### src/rtl/cache_pkg.sv
// Shared cache constants, the cache line type, and the burst adaptor state encoding.
package cache_pkg;

    localparam int LINE_W = 256;
    localparam int BEAT_W = 64;
    localparam int BEATS  = LINE_W / BEAT_W;
    localparam int OFF_W  = $clog2(LINE_W / 8);

    typedef logic [LINE_W-1:0] cacheline_t;

    typedef enum logic [1:0] {
        IDLE,
        RD_BURST,
        WR_BURST,
        DONE
    } adaptor_state_t;

endpackage

### src/rtl/cacheline_burst_adaptor_if.sv
// Cache-side request/response and memory-side burst signals of the line adaptor.
// The slave modport is the adaptor's view; the master modport is the cache/memory view.
interface cacheline_burst_adaptor_if #(
    parameter int LINE_W = cache_pkg::LINE_W,
    parameter int BEAT_W = cache_pkg::BEAT_W,
    parameter int ADDR_W = 32
);

    logic [LINE_W-1:0] line_i;
    logic [ADDR_W-1:0] address_i;
    logic              read_i;
    logic              write_i;
    logic [LINE_W-1:0] line_o;
    logic              resp_o;
    logic [BEAT_W-1:0] burst_i;
    logic [BEAT_W-1:0] burst_o;
    logic [ADDR_W-1:0] address_o;
    logic              read_o;
    logic              write_o;
    logic              resp_i;

    modport slave (
        input  line_i, address_i, read_i, write_i, burst_i, resp_i,
        output line_o, resp_o, burst_o, address_o, read_o, write_o
    );

    modport master (
        output line_i, address_i, read_i, write_i, burst_i, resp_i,
        input  line_o, resp_o, burst_o, address_o, read_o, write_o
    );

endinterface

### src/rtl/cacheline_burst_adaptor_line_beat_buffer.sv
// Line register split into beat slots: per-slot beat write for fills, full-line load
// for write-backs, and a slot read mux for the outgoing beat.
module line_beat_buffer #(
    parameter int LINE_W = 256,
    parameter int BEAT_W = 64,
    parameter int CNT_W  = 2
) (
    input  logic              clk,
    input  logic              rst,
    input  logic              load_i,
    input  logic [LINE_W-1:0] line_i,
    input  logic              beat_we_i,
    input  logic [CNT_W-1:0]  slot_i,
    input  logic [BEAT_W-1:0] beat_i,
    output logic [LINE_W-1:0] line_o,
    output logic [BEAT_W-1:0] beat_o
);

    localparam int BEATS = LINE_W / BEAT_W;

    logic [BEAT_W-1:0] slot_q [BEATS];
    logic [BEAT_W-1:0] slot_d [BEATS];

    for (genvar gi = 0; gi < BEATS; gi++) begin : g_slot
        // A full-line load always wins; a beat write only touches its own slot.
        assign slot_d[gi] = load_i ? line_i[gi*BEAT_W +: BEAT_W] :
                            (beat_we_i && (slot_i == CNT_W'(gi))) ? beat_i :
                            slot_q[gi];
        assign line_o[gi*BEAT_W +: BEAT_W] = slot_q[gi];
    end

    always_ff @(posedge clk) begin
        for (int i = 0; i < BEATS; i++) begin
            if (rst) begin
                slot_q[i] <= '0;
            end else begin
                slot_q[i] <= slot_d[i];
            end
        end
    end

    assign beat_o = slot_q[slot_i];

endmodule

### src/rtl/cacheline_burst_adaptor.sv
// Cache line <-> memory burst adaptor: serialises write-back lines into beats and
// assembles fill beats into a line. Optional perf counters under CACHELINE_ADAPTOR_PERF_EN.
module cacheline_burst_adaptor #(
    parameter int LINE_W = cache_pkg::LINE_W,
    parameter int BEAT_W = cache_pkg::BEAT_W,
    parameter int ADDR_W = 32
) (
    input  logic clk,
    input  logic rst,
    cacheline_burst_adaptor_if.slave bus
`ifdef CACHELINE_ADAPTOR_PERF_EN
    ,
    output logic [31:0] fill_count_o,
    output logic [31:0] wb_count_o
`endif
);

    localparam int BEATS = LINE_W / BEAT_W;
    localparam int OFF_W = $clog2(LINE_W / 8);
    localparam int CNT_W = (BEATS > 1) ? $clog2(BEATS) : 1;
    localparam logic [CNT_W-1:0] LAST_BEAT = CNT_W'(BEATS - 1);

    typedef cache_pkg::adaptor_state_t state_t;

    state_t            state_q, state_d;
    logic [CNT_W-1:0]  cnt_q, cnt_d;
    logic [ADDR_W-1:0] addr_q, addr_d;
    logic              load_line;
    logic              beat_we;
    logic [BEAT_W-1:0] slot_beat;
    logic [ADDR_W-1:0] aligned_addr;
    logic              unused_addr_bits;

    assign aligned_addr     = {bus.address_i[ADDR_W-1:OFF_W], {OFF_W{1'b0}}};
    assign unused_addr_bits = ^bus.address_i[OFF_W-1:0];

    always_comb begin
        state_d   = state_q;
        cnt_d     = cnt_q;
        addr_d    = addr_q;
        load_line = 1'b0;
        beat_we   = 1'b0;
        unique case (state_q)
            cache_pkg::IDLE: begin
                if (bus.write_i) begin
                    addr_d    = aligned_addr;
                    load_line = 1'b1;
                    cnt_d     = '0;
                    state_d   = cache_pkg::WR_BURST;
                end else if (bus.read_i) begin
                    addr_d  = aligned_addr;
                    cnt_d   = '0;
                    state_d = cache_pkg::RD_BURST;
                end
            end
            cache_pkg::RD_BURST: begin
                if (bus.resp_i) begin
                    beat_we = 1'b1;
                    cnt_d   = cnt_q + CNT_W'(1);
                    if (cnt_q == LAST_BEAT) begin
                        state_d = cache_pkg::DONE;
                    end
                end
            end
            cache_pkg::WR_BURST: begin
                if (bus.resp_i) begin
                    cnt_d = cnt_q + CNT_W'(1);
                    if (cnt_q == LAST_BEAT) begin
                        state_d = cache_pkg::DONE;
                    end
                end
            end
            cache_pkg::DONE: begin
                state_d = cache_pkg::IDLE;
            end
            default: begin
                state_d = cache_pkg::IDLE;
            end
        endcase
    end

    always_ff @(posedge clk) begin
        if (rst) begin
            state_q <= cache_pkg::IDLE;
            cnt_q   <= '0;
            addr_q  <= '0;
        end else begin
            state_q <= state_d;
            cnt_q   <= cnt_d;
            addr_q  <= addr_d;
        end
    end

    // Reset also clears the buffer so an aborted fill leaves nothing behind.
    line_beat_buffer #(
        .LINE_W (LINE_W),
        .BEAT_W (BEAT_W),
        .CNT_W  (CNT_W)
    ) u_buf (
        .clk       (clk),
        .rst       (rst),
        .load_i    (load_line),
        .line_i    (bus.line_i),
        .beat_we_i (beat_we),
        .slot_i    (cnt_q),
        .beat_i    (bus.burst_i),
        .line_o    (bus.line_o),
        .beat_o    (slot_beat)
    );

    assign bus.read_o    = (state_q == cache_pkg::RD_BURST);
    assign bus.write_o   = (state_q == cache_pkg::WR_BURST);
    assign bus.resp_o    = (state_q == cache_pkg::DONE);
    assign bus.address_o = addr_q;
    assign bus.burst_o   = (state_q == cache_pkg::WR_BURST) ? slot_beat : '0;

`ifdef CACHELINE_ADAPTOR_PERF_EN
    logic        op_wr_q, op_wr_d;
    logic [31:0] fill_cnt_q, fill_cnt_d;
    logic [31:0] wb_cnt_q, wb_cnt_d;

    always_comb begin
        op_wr_d    = op_wr_q;
        fill_cnt_d = fill_cnt_q;
        wb_cnt_d   = wb_cnt_q;
        if (state_q == cache_pkg::IDLE && (bus.write_i || bus.read_i)) begin
            op_wr_d = bus.write_i;
        end
        // Both counters saturate instead of wrapping.
        if (state_q == cache_pkg::DONE) begin
            if (op_wr_q) begin
                if (wb_cnt_q != 32'hFFFF_FFFF) wb_cnt_d = wb_cnt_q + 32'd1;
            end else begin
                if (fill_cnt_q != 32'hFFFF_FFFF) fill_cnt_d = fill_cnt_q + 32'd1;
            end
        end
    end

    always_ff @(posedge clk) begin
        if (rst) begin
            op_wr_q    <= 1'b0;
            fill_cnt_q <= '0;
            wb_cnt_q   <= '0;
        end else begin
            op_wr_q    <= op_wr_d;
            fill_cnt_q <= fill_cnt_d;
            wb_cnt_q   <= wb_cnt_d;
        end
    end

    assign fill_count_o = fill_cnt_q;
    assign wb_count_o   = wb_cnt_q;
`endif

endmodule
### src/flat_wrapper.sv
// flat-port wrapper written by rule: the top's interface ports become plain ports
module cacheline_burst_adaptor_flat 
#(
    parameter int LINE_W = cache_pkg::LINE_W,
    parameter int BEAT_W = cache_pkg::BEAT_W,
    parameter int ADDR_W = 32
)
  (clk, rst, bus_line_i, bus_address_i, bus_read_i, bus_write_i, bus_burst_i, bus_resp_i, bus_line_o, bus_resp_o, bus_burst_o, bus_address_o, bus_read_o, bus_write_o);
  cacheline_burst_adaptor_if #(.LINE_W(LINE_W), .BEAT_W(BEAT_W), .ADDR_W(ADDR_W)) bus_i ();
  input  logic clk;
  input  logic rst;
  input wire logic [$bits(bus_i.line_i)-1:0] bus_line_i;
  input wire logic [$bits(bus_i.address_i)-1:0] bus_address_i;
  input wire logic [$bits(bus_i.read_i)-1:0] bus_read_i;
  input wire logic [$bits(bus_i.write_i)-1:0] bus_write_i;
  input wire logic [$bits(bus_i.burst_i)-1:0] bus_burst_i;
  input wire logic [$bits(bus_i.resp_i)-1:0] bus_resp_i;
  output wire logic [$bits(bus_i.line_o)-1:0] bus_line_o;
  output wire logic [$bits(bus_i.resp_o)-1:0] bus_resp_o;
  output wire logic [$bits(bus_i.burst_o)-1:0] bus_burst_o;
  output wire logic [$bits(bus_i.address_o)-1:0] bus_address_o;
  output wire logic [$bits(bus_i.read_o)-1:0] bus_read_o;
  output wire logic [$bits(bus_i.write_o)-1:0] bus_write_o;
  assign bus_i.line_i = bus_line_i;
  assign bus_i.address_i = bus_address_i;
  assign bus_i.read_i = bus_read_i;
  assign bus_i.write_i = bus_write_i;
  assign bus_i.burst_i = bus_burst_i;
  assign bus_i.resp_i = bus_resp_i;
  assign bus_line_o = bus_i.line_o;
  assign bus_resp_o = bus_i.resp_o;
  assign bus_burst_o = bus_i.burst_o;
  assign bus_address_o = bus_i.address_o;
  assign bus_read_o = bus_i.read_o;
  assign bus_write_o = bus_i.write_o;
  cacheline_burst_adaptor #(.LINE_W(LINE_W), .BEAT_W(BEAT_W), .ADDR_W(ADDR_W)) u_core (.clk(clk), .rst(rst), .bus(bus_i));
endmodule
### config.mk
export PLATFORM = sky130hd
export DESIGN_NAME = cacheline_burst_adaptor_flat
export DESIGN_NICKNAME = d
export VERILOG_FILES = /design/src/rtl/cache_pkg.sv /design/src/rtl/cacheline_burst_adaptor_if.sv /design/src/rtl/cacheline_burst_adaptor_line_beat_buffer.sv /design/src/rtl/cacheline_burst_adaptor.sv /design/src/flat_wrapper.sv
export SDC_FILE = /design/constraint.sdc
export NUM_CORES = 1
export LEC_CHECK = 0
export CORE_AREA = 10 10 269 271
export DETAILED_ROUTE_END_ITERATION = 8
export DIE_AREA = 0 0 279 281
export HOLD_SLACK_MARGIN = 0.12
export PLACE_DENSITY_LB_ADDON = 0.1
export SLEW_MARGIN = 20
export SYNTH_ARGS = -nofsm -noshare
export SYNTH_HDL_FRONTEND = slang
export SYNTH_HIERARCHICAL = 1
export SYNTH_SLANG_ARGS = --single-unit
### constraint.sdc
create_clock -name clk -period 1.85 [get_ports clk]
set_input_delay 0.185 -clock clk [delete_from_list [all_inputs] [get_ports clk]]
set_output_delay 0.185 -clock clk [all_outputs]
set_load 0.02 [all_outputs]
==> flow_summary_export.csv <==
group,metric,value,unit
yosys,seq_area_frac_synth,36.7,%
power_and_ir_drop,power_switching,20300,uW
clock_network,cts-root-buf,"clkbuf_16",
global_routing,grt_first_pass_wirelength,148,mm
setup_path,crit_arrival,2.12,ns
power_and_ir_drop,p_int,29600,uW
yosys,synth-main-ff-cell,"dfxtp_1",
sta,rsz0062_at_grt,"yes",
setup_path,path_max_fanout,6,
yosys,yosysWarnings,6,
sta,worstMarginPinSlew,0.569,ns
setup_path,start_kind,"register",
place,portBuffers,701,
drt,vias,18300,
yosys,netlist_area,0.0157,sq mm
power_and_ir_drop,netSwitchingFraction,40.7,%
sta,period_share,124,%
sta,clock_skew,0.0218,ns
drt,wl_met3,8.07,mm
power_and_ir_drop,ir_worst_vdd,0.820,mV
sta,max_freq,0.434,GHz
yosys,avgSynthCellArea,9.72,sq um
yosys,synth_edf_count,0,
setup_path,worst_setup_path_end_kind,"output pin",
drt,vias_per_cell,5.10,
floorplanning,die_w,279,microns
yosys,yosys.area.top_type_share,36.7,%
cells_and_area,fin_nets,3017,
sta,slew_headroom,62.1,%
global_routing,grt_overflow,0,
power_and_ir_drop,seqPwrFrac,19.5,%
floorplanning,die_h,281,microns
clock_network,cts_buffer_depth,3,
place,routabilityCongestion,0.834,
cells_and_area,layout.cells.non_filler,3577,
drt,routed.top_layer,"met5",
yosys,ys_seq_elements,287,
sta,finalHoldViolCount,0,
power_and_ir_drop,pwr-share-clk,16.1,%
clock_network,clk_pin_slew_worst_paths,0.06,ns
drt,wirelength,107,mm
global_routing,track_usage,25.6,%
yosys,async_flop_share,0,%
yosys,syn_inst,1613,
min_path,hold_class,"input pin to register",
clock_network,numCtsBuffers,39,
clock_network,clock_latency,0.56,ns
place,place_hpwl,65.7,mm
global_routing,antenna_found_initial,24,
yosys,synthTopCellsByCount,"dfxtp_1 (287), a211oi_1 (248), nor2_1 (193)",
drt,drt_iter0_drc,1081,
floorplanning,core-area,0.0668,sq mm
power_and_ir_drop,p_leak,0.0138,uW
flow_run,drv_cap,0,
drt,met2_length,53.5,mm
floorplanning,initial_core_util,23.5,%
floorplanning,die_area,0.0784,sq mm
setup_path,setup.worst_path.class,"register to output pin",
status,outcome,"complete, but fails checks",
yosys,yosysMostFrequentCell,"dfxtp_1",
cells_and_area,layout-drive-gt1-share,49.7,%
cells_and_area,areaGrowthSynthToFinish,117,%
clock_network,h-tree-depth,2,
setup_path,cp_data_required_time,1.66,ns
drt,avgRoutedWirePerCell,29.9,microns
power_and_ir_drop,power_frac_comb,64.4,%
drt,wl_met1,42.1,mm
place,placed_cells,3288,
global_routing,grt_max_degree,53,
yosys,ys_types,34,
yosys,yosysTopAreaCell,"dfxtp_1",
power_and_ir_drop,p_per_area,1470,mW/mm^2
yosys,synthTopCellsByArea,"dfxtp_1 (37%), a211oi_1 (12%), mux2_2 (9.2%)",
sta,finalSetupViolCount,320,
clock_network,clkSinkCount,287,
floorplanning,ios,712,
global_routing,grt_pass1_vias,19700,
drt,final_antenna_net_count,0,
sta,tns,-58.08,ns
place,pre_cts_ws,-0.253,ns
floorplanning,rows,95,
status,violations,"setup timing",
clock_network,cts_tree,"yes",
sta,maxSlewViolCount,0,
sta,min_period,2.30,ns
drt,drt-pass1-iter-count,5,
drt,drcViolationCount,0,
cells_and_area,post-route-util,50.9,%
sta,hold-worst-slack,0.173,ns
sta,layout_setup_ws,-0.452,ns
stage by stage:
| step | area, sq um | power, uW |
|---|---|---|
| floorplan | 15700 | 20600 |
| global placement | 25300 | 31100 |
| detailed placement | 25300 | 31300 |
| CTS | 32700 | 48300 |
| global route | 34000 | 51900 |
| finish | 34000 | 49800 |
placed cells by master, fill, tap and decap left out, drive strengths merged, types with 2 or more instances in the layout:
cell           instances
mux2i                131
dlygate4sd2           97
ha                     6
nor2                 193
clkdlybuf4s50        500
nand2                 55
a211oi               256
nand3b                 2
conb                   5
nor3                  64
nor3b                  2
mux2                 128
bufinv                 3
o21ai                  3
dfxtp                287
diode                 23
mux4                  64
inv                    5
and2                  66
bufbuf                 5
clkbuf                66
a21oi                158
dlymetal6s2s          36
buf                  536
path summary, 6_finish.rpt:
| kind | startpoint | endpoint | slack [ns] | cells past startpoint |
|---|---|---|---|---|
| worst max register to register | u_core/cnt_q[0] | u_core/u_buf/slot_q[1][35] | -0.24 | 12 |
| worst min register to register | u_core/bus.address_o[28] | u_core/bus.address_o[28] | 0.45 | 2 |
| worst min-delay path | bus_address_i[13] | u_core/bus.address_o[13] | 0.17 | 3 |
| worst max-delay path | u_core/cnt_q[0] | bus_burst_o[5] | -0.45 | 5 |
layout make-up:
cell class,instances,area (sq um)
clock buffer,61,1200
antenna,23,57.6
sequential,287,5760
inverter,3,21.3
multi-input combinational,1143,11900
tap,873,1090
timing repair buffer,1180,13800
clock inverter,7,118
fill,5994,32800
flip-flops by register name, indices dropped and copies added, names as in the netlist:
signal,cells
u_core/u_buf/slot_q,256
u_core/bus.address_o,27
u_core/cnt_q,2
u_core/state_q,2
layer usage:
layer	vias up	global-route usage [%]
met5	-	0
met4	8	8.60
met3	191	6.83
met2	760	44.6
met1	9159	30.1
li1	8142	-
timing repair:
action,in CTS,in global routing
hold endpoints to repair,13,0
buffers inserted,121,33
pin swaps,219,138
resized for setup,1158,405
hold buffers,1,0
gates cloned,84,8
setup endpoints to repair,405,361
worst max-delay path, cell delays in order, from the launching register on:
cell and delay [ns]:
dfxtp_4 0.40, buf_6 0.16, buf_16 0.15, mux4_2 0.50, and2_1 0.17, buf_2 0.16
logic make-up after synthesis:
family / share of synthesized area, %
compound gates: 18.0
fa+ha+maj: 0.479
buf+inv: 7.07
flops: 36.7
mux: 26.8
other cells: 0.0239
simple gates: 11.0
power by group through the flow:
stage               Clock, uW  Sequential, uW  Combinational [uW]
detailed placement          0            9640               21600
floorplan                   0           11500                9110
finish                   8010            9710               32100
CTS                      8190            9630               30400
global route             8410            9910               33500
global placement            0            9640               21500
(Power assumes the default switching activity.)
